[src/rtl/serial_adder_pkg.sv]
// Shared types and defaults for the bit-serial adder.
// Holds the controller state encoding and the default operand width.
package serial_adder_pkg;

  typedef enum logic [1:0] {
    IDLE = 2'd0,
    RUN  = 2'd1,
    DONE = 2'd2
  } state_e;

  localparam int DEFAULT_WIDTH = 8;

endpackage

[src/rtl/fa_cell.sv]
// Combinational full adder assembled from two half-adder stages.
// Zero latency; no handshake.
module fa_cell (
  input  logic x,
  input  logic y,
  input  logic ci,
  output logic s,
  output logic co
);

  logic s1;
  logic c1;
  logic c2;

  // First half adder combines the operand bits, second folds in the carry.
  assign s1 = x ^ y;
  assign c1 = x & y;
  assign s  = s1 ^ ci;
  assign c2 = s1 & ci;
  assign co = c1 | c2;

endmodule

[src/rtl/serial_adder.sv]
// Bit-serial adder: one bit per clock LSB first, done pulses WIDTH+1 cycles after start.
// start is only honoured while ready is high; sum/cout hold until the next result lands.
module serial_adder
  import serial_adder_pkg::*;
#(
  parameter int WIDTH = DEFAULT_WIDTH
) (
  input  logic             clk,
  input  logic             rst,
  input  logic             start,
  input  logic [WIDTH-1:0] a,
  input  logic [WIDTH-1:0] b,
  input  logic             cin,
  output logic             ready,
  output logic             done,
  output logic [WIDTH-1:0] sum,
  output logic             cout
);

  localparam int CW = $clog2(WIDTH) + 1;
  localparam logic [CW-1:0] LAST = CW'(WIDTH - 1);

  state_e           state_q, state_d;
  logic [WIDTH-1:0] a_q, a_d;
  logic [WIDTH-1:0] b_q, b_d;
  logic [WIDTH-1:0] res_q, res_d;
  logic [WIDTH-1:0] sum_q, sum_d;
  logic             carry_q, carry_d;
  logic             cout_q, cout_d;
  logic [CW-1:0]    cnt_q, cnt_d;
  logic             s_bit;
  logic             c_next;

  fa_cell u_fa (
    .x  (a_q[0]),
    .y  (b_q[0]),
    .ci (carry_q),
    .s  (s_bit),
    .co (c_next)
  );

  always_ff @(posedge clk) begin
    if (rst) begin
      state_q <= IDLE;
      a_q     <= '0;
      b_q     <= '0;
      res_q   <= '0;
      sum_q   <= '0;
      carry_q <= 1'b0;
      cout_q  <= 1'b0;
      cnt_q   <= '0;
    end else begin
      state_q <= state_d;
      a_q     <= a_d;
      b_q     <= b_d;
      res_q   <= res_d;
      sum_q   <= sum_d;
      carry_q <= carry_d;
      cout_q  <= cout_d;
      cnt_q   <= cnt_d;
    end
  end

  always_comb begin
    state_d = state_q;
    a_d     = a_q;
    b_d     = b_q;
    res_d   = res_q;
    sum_d   = sum_q;
    carry_d = carry_q;
    cout_d  = cout_q;
    cnt_d   = cnt_q;
    case (state_q)
      IDLE: begin
        if (start) begin
          a_d     = a;
          b_d     = b;
          carry_d = cin;
          cnt_d   = '0;
          state_d = RUN;
        end
      end
      RUN: begin
        a_d   = a_q >> 1;
        b_d   = b_q >> 1;
        // Sum bits enter at the MSB so that after WIDTH shifts bit 0 sits at the LSB.
        res_d = res_q >> 1;
        res_d[WIDTH-1] = s_bit;
        carry_d = c_next;
        cnt_d   = cnt_q + CW'(1);
        if (cnt_q == LAST) begin
          sum_d   = res_d;
          cout_d  = c_next;
          state_d = DONE;
        end
      end
      DONE:    state_d = IDLE;
      default: state_d = IDLE;
    endcase
  end

  assign ready = (state_q == IDLE);
  assign done  = (state_q == DONE);
  assign sum   = sum_q;
  assign cout  = cout_q;

endmodule
[config.mk]
export PLATFORM = sky130hd
export DESIGN_NAME = serial_adder
export DESIGN_NICKNAME = d
export VERILOG_FILES = /design/src/rtl/serial_adder_pkg.sv /design/src/rtl/fa_cell.sv /design/src/rtl/serial_adder.sv
export SDC_FILE = /design/constraint.sdc
export NUM_CORES = 1
export LEC_CHECK = 0
export ABC_CLOCK_PERIOD_IN_PS = 1200
export CORE_UTILIZATION = 45
export CTS_BUF_LIST = sky130_fd_sc_hd__clkbuf_2
export DETAILED_ROUTE_END_ITERATION = 16
export GPL_TIMING_DRIVEN = 0
export PLACE_DENSITY = 0.82
export SETUP_SLACK_MARGIN = 0.15
export SYNTH_ARGS = -nofsm -noshare
export SYNTH_HDL_FRONTEND = slang
export SYNTH_SLANG_ARGS = --single-unit
[constraint.sdc]
create_clock -name clk -period 1.2 [get_ports clk]
set_clock_uncertainty 0.15 [all_clocks]
set_input_delay 0.12 -clock clk [delete_from_list [all_inputs] [get_ports clk]]
set_output_delay 0.12 -clock clk [all_outputs]
set_load 0.05 [all_outputs]
==> flow_metrics.py <==
metrics = {
    "detailed_routing": {
        "vias": 2202,
        "vias_per_cell": 7.013,
        "drtPass1Iterations": 5,
        "wl_per_cell_um": 29.69,
        "first_iter_violations": 290,
        "drt_wl_total_mm": 9.322,
        "ant_nets": 0,
        "drc_errors": 0,
    },
    "critical_path": {
        "worst_path_most_repeated_cell": "buf_8",
        "critPathTopFamily": "buffers and inverters",
        "end_kind": "output pin",
        "critPathKind": "reg2out",
        "critPathMaxFanout": 4,
        "cp.required_ps": 930,
        "cp_data_arrival_time_ps": 1410,
        "start_kind": "flop",
        "slowest_delay_ps": 380,
        "path_cells": "buf_6, buf_8, nor2_4, buf_8",
        "crit_slowest_cell": "dfxtp_2",
        "crit_buf_inv": 3,
    },
    "grt": {
        "grt_pass1_wl_mm": 8.273,
        "grt_pass1_vias": 1836,
        "grt_overflow_total": 0,
        "grt_max_degree": 13,
        "antenna_found_initial": 0,
        "grt_use_total_pct": 27.35,
    },
    "placed_design": {
        "dp_slack_ps": -581.6,
        "portBuffers": 29,
        "hpwlAfterDp_mm": 2.638,
        "place.gp.congestion": 0.7870,
    },
    "timing": {
        "finalHoldViolations": 0,
        "finalCriticalPeriod_ps": 1684,
        "maxSlewHeadroom_pct": 41.20,
        "period_share_pct": 140.4,
        "finalSetupViolations": 50,
        "timing.hold.ws_ps": 72.96,
        "fmax_mhz": 593.7,
        "worst_slack_ps": -484.4,
        "tightest_slew_ps": 882.0,
        "drv_slew": 0,
        "rsz0062_at_grt": "true",
    },
    "flow_run": {
        "cap_viol_max_count": 0,
    },
    "clock_tree": {
        "cts.clk_slew.worst_paths_ps": 220,
        "cts_buffers": 5,
        "cts.sink_count": 39,
        "clk_root_buffer_cell": "clkbuf_2",
        "clk_latency_ps": 460,
        "cts_tree": "yes",
        "cts_buffer_depth": 2,
        "ctsHtreeMaxLevel": 2,
    },
    "synth": {
        "synth-main-ff-cell": "dfxtp_1",
        "synth_cells": 190,
        "synth_edf_count": 0,
        "async_flop_share_pct": 0,
        "syn_area_per_cell_um2": 8.699,
        "synth.net_count": 212,
        "synth_area_leader_cell": "dfxtp_1",
        "synth_area_mm2": 0.001653,
        "seq_area_frac_synth_pct": 47.24,
        "synth_cell_type_count": 29,
        "synth-warning-count": 0,
        "synth.area.top_cells": "dfxtp_1, a211oi_1, nor2_1",
        "synth_top_area_share_pct": 47.24,
        "ys_ff_latch": 39,
    },
    "power_and_ir_drop": {
        "p_leak_nw": 1.219,
        "powerDensity_mw_per_mm2": 937.0,
        "ir_worst_vdd_mv": 0.7270,
    },
    "layout": {
        "syn2layout_area_growth_pct": 102.3,
        "nNetsFinal": 289,
        "drive_above_1_share_pct": 69.40,
        "diodes": 0,
    },
    "die": {
        "ios": 31,
        "dieArea_mm2": 0.003919,
        "fp.coreArea_mm2": 0.003416,
        "die_w_um": 62.61,
        "die_y_um": 62.61,
        "initial_core_util_pct": 48.39,
        "std_cell_rows": 21,
    },
    "run_status": {
        "violations": "setup timing",
        "status": "complete, but fails checks",
    },
    "hold_path": {
        "hold_class": "in2reg",
    },
}
-- per-layer routing --
layer  up-vias  GRT usage [%]  wire (um)
li1        849              -          -
met1      1032          28.25       3210
met2       218          48.37       4244
met3       103          8.577        895
met4         0          15.70        972
met5         -              0          0
-- power by group --
| group | switching, W | total [W] | internal, W |
|---|---|---|---|
| registers | 0.0000870 | 0.00143 | 0.00135 |
| logic | 0.000433 | 0.000844 | 0.000411 |
| clock network | 0.000513 | 0.000855 | 0.000342 |
| total | 0.00103 | 0.00313 | 0.00210 |
-- path summary, 6_finish.rpt --
check | from | endpoint | slack (ps) | cells past startpoint
setup / recovery | state_q[0] | ready | -480 | 4
hold / removal | rst | a_q[4] | 70 | 2
setup reg to reg | state_q[0] | sum[0] | -410 | 7
hold reg to reg | sum[6] | sum[6] | 380 | 2
-- worst register-to-register path, cell delays in order (launching register included) --
cell and delay [ps]:
dfxtp_2 400, buf_6 130, buf_6 130, nor2b_4 150
buf_6 140, buf_8 140, nand3_1 110, a21oi_1 200
-- cells in the final DEF (no fill, tap or decap), types with 2 or more instances in the layout --
| cell | instances |
|---|---|
| dfxtp_2 | 6 |
| a32oi_1 | 2 |
| nand2_2 | 4 |
| nand2_4 | 7 |
| a21oi_2 | 11 |
| nand3b_1 | 2 |
| o2bb2ai_2 | 7 |
| nor2_1 | 13 |
| clkdlybuf4s50_1 | 18 |
| clkbuf_2 | 6 |
| nor2_4 | 12 |
| a211oi_2 | 17 |
| a21oi_1 | 5 |
| clkbuf_16 | 2 |
| dfxtp_1 | 26 |
| o22ai_2 | 3 |
| o2bb2ai_4 | 2 |
| dfxtp_4 | 7 |
| buf_8 | 18 |
| o22ai_4 | 3 |
| nor2_2 | 5 |
| o31ai_4 | 8 |
| clkbuf_1 | 4 |
| nand2_1 | 6 |
| buf_6 | 22 |
| nand3_2 | 7 |
| buf_4 | 19 |
| nand2b_4 | 2 |
| nand3_1 | 3 |
-- metrics by stage --
stage | setup TNS, ps | area [um^2] | power (W) | std cells | utilization (%)
5_1_grt | -15700 | 3343 | 0.003177 | 314 | 97.88
2_1_floorplan | -1408 | 1789 | 0.001667 | 190 | -
4_1_cts | -8276 | 2653 | 0.002709 | 301 | 77.66
6_report | -14390 | 3343 | 0.003133 | 314 | 97.88
3_3_place_gp | -11890 | 2137 | 0.001787 | 265 | 62.56
3_5_place_dp | -12410 | 2137 | 0.001794 | 265 | 62.56
-- Yosys cell counts (2+ instances only) --
cell type	number
inv_1	2
o22ai_1	6
buf_4	3
a31oi_1	2
a32oi_1	2
nand3b_1	2
o2bb2ai_1	9
nand2_1	17
buf_6	2
nand3_1	11
o31ai_1	9
dfxtp_1	39
a21oi_1	16
nor2_1	30
buf_2	4
a211oi_1	17
clkbuf_1	7
-- flip-flops by register name, summed over array words and instances (netlist names) --
name / count
a_q: 8
b_q: 8
carry_q: 1
cnt_q: 4
cout: 1
res_q: 7
state_q: 2
sum: 8
-- logic make-up after synthesis --
kind of cell	share of synthesized area (%)
buffers and inverters	6.283
AOI/OAI and AO/OA	27.03
DFF	47.24
adders and majority gates	1.968
and+or+nand+nor	17.49
-- final cells by class --
type | instances | area, um^2
clock inverters | 3 | 38.79
plain buffers | 17 | 177.7
repair buffers | 70 | 755.7
multi-input cells | 132 | 1449
flip-flops and latches | 39 | 814.5
clock buffers | 5 | 25.02
inverters | 2 | 25.02
well taps | 46 | 57.56
fillers | 36 | 72.57
-- what timing repair did --
action / 4_1_cts / 5_1_grt
setup endpoints to repair: 50 / 50
pin swaps: 20 / 44
resized for setup: 141 / 122
cloned: 2 / 2
buffers inserted: 25 / 11
hold buffers: 1 / 0
hold endpoints to repair: 10 / 0
No activity file was read; power rests on OpenSTA's default activity.
